===== src/rtl/psg_wrq_pkg.sv =====
// Shared types for the PSG write sequencer: FSM states, FIFO entry layout, reset constants.
// PSG_WRQ_GG_STEREO_EN selects whether the entry tag bit is stored in the FIFO.
package psg_wrq_pkg;

    typedef enum logic [1:0] {
        IDLE,
        SETUP,
        LOW,
        HIGH
    } psg_wrq_state_e;

    localparam logic TAG_PSG = 1'b0;
    localparam logic TAG_GG  = 1'b1;

    typedef struct packed {
        logic       tag;
        logic [7:0] data;
    } psg_wrq_entry_t;

    localparam logic [7:0] PSG_MUX_RST = 8'hFF;

endpackage


===== src/rtl/psg_wrq_fifo.sv =====
// Synchronous FIFO with registered pointers carrying one extra wrap bit.
// A push into a full FIFO is accepted when a pop happens in the same cycle.
module psg_wrq_fifo #(
    parameter int unsigned WIDTH = 8,
    parameter int unsigned DEPTH = 8
) (
    input  logic                     clk,
    input  logic                     rst,
    input  logic                     push,
    input  logic [WIDTH-1:0]         din,
    input  logic                     pop,
    output logic [WIDTH-1:0]         dout,
    output logic                     full,
    output logic                     empty,
    output logic [$clog2(DEPTH):0]   level
);

    localparam int unsigned AW = $clog2(DEPTH);

    logic [AW:0]      wr_ptr_q, wr_ptr_d;
    logic [AW:0]      rd_ptr_q, rd_ptr_d;
    logic [WIDTH-1:0] mem_q [DEPTH];
    logic             do_push, do_pop;

    always_comb begin
        do_pop   = pop && !empty;
        do_push  = push && (!full || do_pop);
        wr_ptr_d = wr_ptr_q;
        rd_ptr_d = rd_ptr_q;
        if (do_push) wr_ptr_d = wr_ptr_q + (AW+1)'(1);
        if (do_pop)  rd_ptr_d = rd_ptr_q + (AW+1)'(1);
    end

    always_ff @(posedge clk) begin
        if (rst) begin
            wr_ptr_q <= '0;
            rd_ptr_q <= '0;
        end else begin
            wr_ptr_q <= wr_ptr_d;
            rd_ptr_q <= rd_ptr_d;
        end
    end

    always_ff @(posedge clk) begin
        if (do_push) mem_q[wr_ptr_q[AW-1:0]] <= din;
    end

    // Pointers differ only in the wrap bit when the FIFO is full.
    assign full  = (wr_ptr_q[AW] != rd_ptr_q[AW]) && (wr_ptr_q[AW-1:0] == rd_ptr_q[AW-1:0]);
    assign empty = (wr_ptr_q == rd_ptr_q);
    assign level = wr_ptr_q - rd_ptr_q;
    assign dout  = mem_q[rd_ptr_q[AW-1:0]];

endmodule


===== src/rtl/psg_wr_queue.sv =====
// Buffers CPU PSG/stereo writes and replays them as clean psg_wr_n strobes.
// Define PSG_WRQ_GG_STEREO_EN to queue Game Gear stereo writes alongside PSG writes.
module psg_wr_queue
    import psg_wrq_pkg::*;
#(
    parameter int unsigned DEPTH    = 8,
    parameter int unsigned LOW_CYC  = 2,
    parameter int unsigned HIGH_CYC = 2
) (
    input  logic                   clk,
    input  logic                   rst,
    input  logic                   cpu_psg_we,
    input  logic                   cpu_gg_we,
    input  logic [7:0]             cpu_din,
    output logic                   psg_wr_n,
    output logic [7:0]             psg_din,
    output logic [7:0]             psg_mux,
    output logic                   full,
    output logic                   empty,
    output logic [$clog2(DEPTH):0] level,
    output logic                   overflow
);

`ifdef PSG_WRQ_GG_STEREO_EN
    localparam int unsigned FW = 9;
`else
    localparam int unsigned FW = 8;
`endif
    localparam int unsigned CMAX = (LOW_CYC > HIGH_CYC) ? LOW_CYC : HIGH_CYC;
    localparam int unsigned CW   = (CMAX > 1) ? $clog2(CMAX) : 1;

    psg_wrq_state_e state_q, state_d;
    logic [CW-1:0]  cnt_q, cnt_d;
    logic [7:0]     din_q, din_d;
    logic [7:0]     mux_q, mux_d;
    logic           wr_n_q, wr_n_d;
    logic           ovf_q, ovf_d;

    logic           fifo_push, fifo_pop, both_we;
    logic [FW-1:0]  fifo_din, fifo_dout;
    psg_wrq_entry_t head;

`ifdef PSG_WRQ_GG_STEREO_EN
    always_comb begin
        fifo_push = cpu_psg_we | cpu_gg_we;
        both_we   = cpu_psg_we & cpu_gg_we;
        fifo_din  = cpu_psg_we ? {TAG_PSG, cpu_din} : {TAG_GG, cpu_din};
        head      = fifo_dout;
    end
`else
    logic gg_we_unused;
    assign gg_we_unused = cpu_gg_we;

    always_comb begin
        fifo_push = cpu_psg_we;
        both_we   = 1'b0;
        fifo_din  = cpu_din;
        head      = {TAG_PSG, fifo_dout};
    end
`endif

    psg_wrq_fifo #(
        .WIDTH (FW),
        .DEPTH (DEPTH)
    ) u_fifo (
        .clk   (clk),
        .rst   (rst),
        .push  (fifo_push),
        .din   (fifo_din),
        .pop   (fifo_pop),
        .dout  (fifo_dout),
        .full  (full),
        .empty (empty),
        .level (level)
    );

    always_comb begin
        state_d  = state_q;
        cnt_d    = cnt_q;
        din_d    = din_q;
        mux_d    = mux_q;
        fifo_pop = 1'b0;
        unique case (state_q)
            IDLE: begin
                if (!empty) begin
                    fifo_pop = 1'b1;
                    // Stereo bytes bypass the strobe sequence so they stay cheap but ordered.
                    if (head.tag == TAG_GG) begin
                        mux_d = head.data;
                    end else begin
                        din_d   = head.data;
                        state_d = SETUP;
                    end
                end
            end
            SETUP: begin
                cnt_d   = '0;
                state_d = LOW;
            end
            LOW: begin
                if (cnt_q == CW'(LOW_CYC - 1)) begin
                    cnt_d   = '0;
                    state_d = HIGH;
                end else begin
                    cnt_d = cnt_q + CW'(1);
                end
            end
            HIGH: begin
                if (cnt_q == CW'(HIGH_CYC - 1)) begin
                    cnt_d   = '0;
                    state_d = IDLE;
                end else begin
                    cnt_d = cnt_q + CW'(1);
                end
            end
            default: state_d = IDLE;
        endcase
        ovf_d  = ovf_q | both_we | (fifo_push & full & ~fifo_pop);
        wr_n_d = (state_d != LOW);
    end

    always_ff @(posedge clk) begin
        if (rst) begin
            state_q <= IDLE;
            cnt_q   <= '0;
            din_q   <= 8'h00;
            mux_q   <= PSG_MUX_RST;
            wr_n_q  <= 1'b1;
            ovf_q   <= 1'b0;
        end else begin
            state_q <= state_d;
            cnt_q   <= cnt_d;
            din_q   <= din_d;
            mux_q   <= mux_d;
            wr_n_q  <= wr_n_d;
            ovf_q   <= ovf_d;
        end
    end

    assign psg_wr_n = wr_n_q;
    assign psg_din  = din_q;
    assign psg_mux  = mux_q;
    assign overflow = ovf_q;

endmodule


===== config.mk =====
export PLATFORM = sky130hd
export DESIGN_NAME = psg_wr_queue
export DESIGN_NICKNAME = d
export VERILOG_FILES = /design/src/rtl/psg_wrq_pkg.sv /design/src/rtl/psg_wrq_fifo.sv /design/src/rtl/psg_wr_queue.sv
export SDC_FILE = /design/constraint.sdc
export NUM_CORES = 1
export LEC_CHECK = 0
export CAP_MARGIN = 20
export CORE_MARGIN = 2
export CORE_UTILIZATION = 65
export DETAILED_ROUTE_END_ITERATION = 7
export DONT_BUFFER_PORTS = 1
export GPL_TIMING_DRIVEN = 0
export PLACE_DENSITY_LB_ADDON = 0.12
export SLEW_MARGIN = 20
export SYNTH_ARGS = -nofsm -noshare
export SYNTH_HDL_FRONTEND = slang
export SYNTH_SLANG_ARGS = --single-unit

===== constraint.sdc =====
create_clock -name clk -period 5 [get_ports clk]
set_input_delay 0.25 -clock clk [delete_from_list [all_inputs] [get_ports clk]]
set_output_delay 0.25 -clock clk [all_outputs]
set_load 0.01 [all_outputs]

==> metrics list <==
- Result of the run: complete, no violations
* Share of total power in the clock network: 25.3%
- Entering global routing, the biggest net connects 14 pins.
* Fraction of the yosys area taken by sequential cells: 67.02%
* Arrival time worst endpoint: 3270 ps
- Routability congestion estimate from global placement: 0.8057
* Router iterations before antenna repair: 4
- The tool flagged a number of max-cap violations equal to 0.
- For this run, design rule violations remaining after detail routing come to 0.
- Net switching is 30.35% of the power.
- Counting I/O delays and the setup requirement, the final critical path takes 3313 ps.
* Final critical-path setup slack: 1687 ps
- TritonCTS built the clock tree.
* Total number of clock tree sinks: 85
- Reg-to-Reg Start: u_fifo.rd_ptr_q[2]$_SDFFE_PP0P_
- Critical path endpoint category: register
- Setup violations remaining at the end of the flow were counted as 0.
* Routed wire per std cell: 20.96 um
- Later-pin clock latency in the skew report: 340 ps
- Detailed routing inserted a total of 1912 vias.
* Estimated wirelength of the detail-placed design: 4209 um
- STA puts the critical path data required time at 4960 ps.
- Worst setup path end: u_fifo.mem_q[6][1]$_DFFE_PP_
- Across all hold checks on the routed design, the worst slack comes to 65.87 ps.
- In this run, distinct cell masters in the synthesized netlist total 36.
- Top Ports: 36
- The die covers 0.005979 sq mm.
- Vertical extent of the die: 77.33 um
- Net switching power: 551.0 uW
* Hold WC Path Type: in -> reg
- Post-synthesis to final-layout area growth: 12.32%
- The analysis attributes to cell leakage a power of 0.001333 uW.
- Global router's overall resource usage: 25.06%
- After synthesis the netlist holds a flip-flop and latch count of 85.
- Registers are responsible for 49.2% of the overall power.
- The Yosys step of the flow raised 0 warnings.
- 0 antenna diodes ended up in the layout.
* DR vias/cell: 6.013
- The first global-routing pass estimated 10640 um of wire.
- The synthesized netlist devotes 2.363% of its cell area to adder and majority cells.
- In this run, the combinational gates consume 25.5% of the power.
- No sink is reached through more buffers than the 2 on the longest clock path.
- Share of synthesized area spent on multiplexers: 13.46%
* Slew margin rel.: 38.95%
* Level count of the clock H-tree: 3
- Internal Dissipation: 1265 uW
* Antenna violations before repair: 0
- Compound-Gate Fraction of Synth Area: 4.547%
- Timing would allow up to 301.8 MHz.
- Final hold violation count: 0
* Cell count after synthesis: 215
- The core region is 0.005140 sq mm.
- The max-slew violation count is 0.
- By area, the combinational part of the netlist is dominated by multiplexers.
* Final antenna-violating net count: 0
* CP Launch Point: u_fifo.rd_ptr_q[2]$_SDFFE_PP0P_
- Violation count after the first detailed-route iteration: 150
- The worst setup path is of the reg -> reg kind.
- In this run the critical register-to-register path is captured at u_fifo.mem_q[6][1]$_DFFE_PP_.
- Counting the buffers created by CTS gives 9.
- The worst register-to-register path has a depth of 8.
- The initial utilization of the core area, before any placement, comes to 67.99%.
* Largest vdd supply drop: 0.3087 mV
- The routed design has 6665 um of wire.
- Along the worst path, the maximum fanout reaches 10.
- Register-to-register setup slack: 1690 ps
- Filler cell count: 316
- Type of element launching the critical path: register
- Part of the cycle the worst path needs: 66.26%
* Die span in x: 77.33 um
* Setup TNS: 0 ps
* Fraction of layout instances using a drive strength above 1: 21.37%
* Post-synthesis share of cell area spent on and, or, nand and nor gates: 5.442%
- For the pin with the worst max-slew slack, the measured transition is 912.4 ps.
* Maximum clock skew at final layout: 13.63 ps
- Residual overflow from global routing: 0
- Post-synthesis share of cell area spent on xor and xnor gates: 2.972%
- In this run the mean area of a mapped cell was 16.25 sq um.
- Power spread over the standard cell area amounts to 462.6 mW/mm^2.
* RSZ-0062 raised after global routing: false
* Setup slack after placement: 1741 ps
* CTS clock-pin slew for the worst setup and hold paths: 80 ps
* Netlist area before placement: 0.003495 sq mm
- Buffers placed on the I/O ports in this run total 0.
* Root buf cell: clkbuf_8
- The final layout contains 261 nets.
- PostCTS Resize Cnt: 0
* Row Count: 26
- Vias in the first global route: 1971
-- logic make-up (layout without fill, tap and decap cells) --
logic type / Yosys count / count (layout)
xor gates and xnor gates: 11 / 11
buffers and inverters: 24 / 50
AOI/OAI and AO/OA: 19 / 19
DFF: 85 / 85
other: 1 / 8
and+or+nand+nor: 42 / 42
adders and majority gates: 6 / 6
muxes: 27 / 27
-- per-layer routing --
metal	part of all wire [%]	track usage, %	vias to the layer above	routed length (um)
met2	51	41.57	66	3393
met5	0	0	-	0
met4	2.1	10.89	0	137
met3	5.2	6.000	15	348
li1	-	-	858	-
met1	42	31.71	973	2785
-- area by class of cell --
cell class | instances | area [sq um] | area share [%]
clock buffers | 13 | 148.9 | 3.793
inverters | 7 | 26.28 | 0.6694
well taps | 70 | 87.58 | 2.231
repair buffers | 10 | 97.59 | 2.486
clock inverters | 3 | 37.54 | 0.9563
multi-input cells | 113 | 1069 | 27.22
flip-flops and latches | 85 | 2342 | 59.68
plain buffers | 17 | 116.4 | 2.965
-- worst min path at each step --
| stage | start | end | depth (start not counted) |
|---|---|---|---|
| 2_1_floorplan | rst | state_q[1]$_SDFF_PP0_ | 1 |
| 3_3_place_gp | rst | state_q[1]$_SDFF_PP0_ | 1 |
| 3_5_place_dp | rst | state_q[1]$_SDFF_PP0_ | 1 |
| 4_1_cts | cpu_psg_we | overflow$_SDFF_PP0_ | 2 |
| 5_1_grt | cpu_psg_we | overflow$_SDFF_PP0_ | 2 |
| 6_report | cpu_psg_we | overflow$_SDFF_PP0_ | 2 |
-- cell usage in the layout (no fill, tap or decap), drive strengths merged, types with 2 or more instances in the layout --
cell type / synthesis / final
nor3: 5 / 5
clkbuf: 2 / 15
buf: 15 / 16
and3: 2 / 2
a31oi: 2 / 2
mux4: 16 / 16
a21oi: 3 / 3
nand2: 2 / 2
clkinv: 0 / 2
nand3: 2 / 2
xnor2: 8 / 8
a211oi: 9 / 9
xor2: 3 / 3
ha: 5 / 5
or2: 2 / 2
dfxtp: 21 / 21
inv: 7 / 7
edfxtp: 64 / 64
nor2: 24 / 24
dlygate4sd3: 0 / 9
conb: 1 / 8
mux2i: 11 / 11
-- stage by stage --
step                instance area (sq um)  total power (uW)  std cells  util (%)
floorplan                            3521              1250        222         -
global placement                     3608              1330        292     70.20
detailed placement                   3649              1360        293     70.98
CTS                                  3925              1823        318     76.36
global route                         3925              1904        318     76.36
finish                               3925              1816        318     76.36
-- registers in the layout, indices dropped and copies added, names as in the netlist --
register / cells
cnt_q: 1
overflow: 1
psg_din: 8
psg_wr_n: 1
state_q: 2
u_fifo.mem_q: 64
u_fifo.rd_ptr_q: 4
u_fifo.wr_ptr_q: 4
-- Yosys cell counts --
library cell,count,area [sq um]
or2_2,2,12.51
a21oi_1,2,10.01
o31ai_4,1,21.27
nor2b_1,1,6.260
and3_1,2,12.51
clkbuf_1,2,7.510
xor2_1,3,26.28
nor3_1,5,25.02
buf_6,2,22.52
conb_1,1,3.750
xnor2_1,7,61.31
o21bai_1,1,7.510
buf_2,3,15.01
nor2_1,24,90.09
xnor2_2,1,16.27
a21o_1,1,7.510
a31oi_1,2,12.51
buf_4,9,67.56
a211oi_1,9,67.56
mux4_2,16,360.4
o211ai_1,1,7.510
nand2_1,2,7.510
nand3_1,2,10.01
o311ai_0,1,8.760
nor3b_1,1,7.510
fa_1,1,20.02
nor4_1,1,6.260
nand2b_1,1,6.260
inv_1,7,26.28
ha_1,5,62.56
buf_1,1,3.750
a21oi_4,1,16.27
edfxtp_1,64,1922
dfxtp_1,21,420.4
nand4_1,1,6.260
mux2i_1,11,110.1
-- power by group through the flow --
stage | Clock, uW | Sequential [uW] | Combinational [uW]
finish | 459 | 894 | 462
global route | 494 | 905 | 505
CTS | 466 | 894 | 463
detailed placement | 0 | 910 | 450
global placement | 0 | 903 | 426
floorplan | 0 | 893 | 357
-- worst max-delay path, stage by stage (launching register included) --
cell,delay [ps]
dfxtp_1,320
buf_2,260
buf_2,350
inv_1,130
ha_1,380
nand3_1,250
o31ai_4,170
or2_2,350
nor2_1,720
-- timing repair --
item / 4_1_cts / 5_1_grt
hold buffers: 9 / 0
setup buffers: 0 / 0
hold endpoints to repair: 65 / 0
Note: power is estimated with default switching activity, not from simulation.
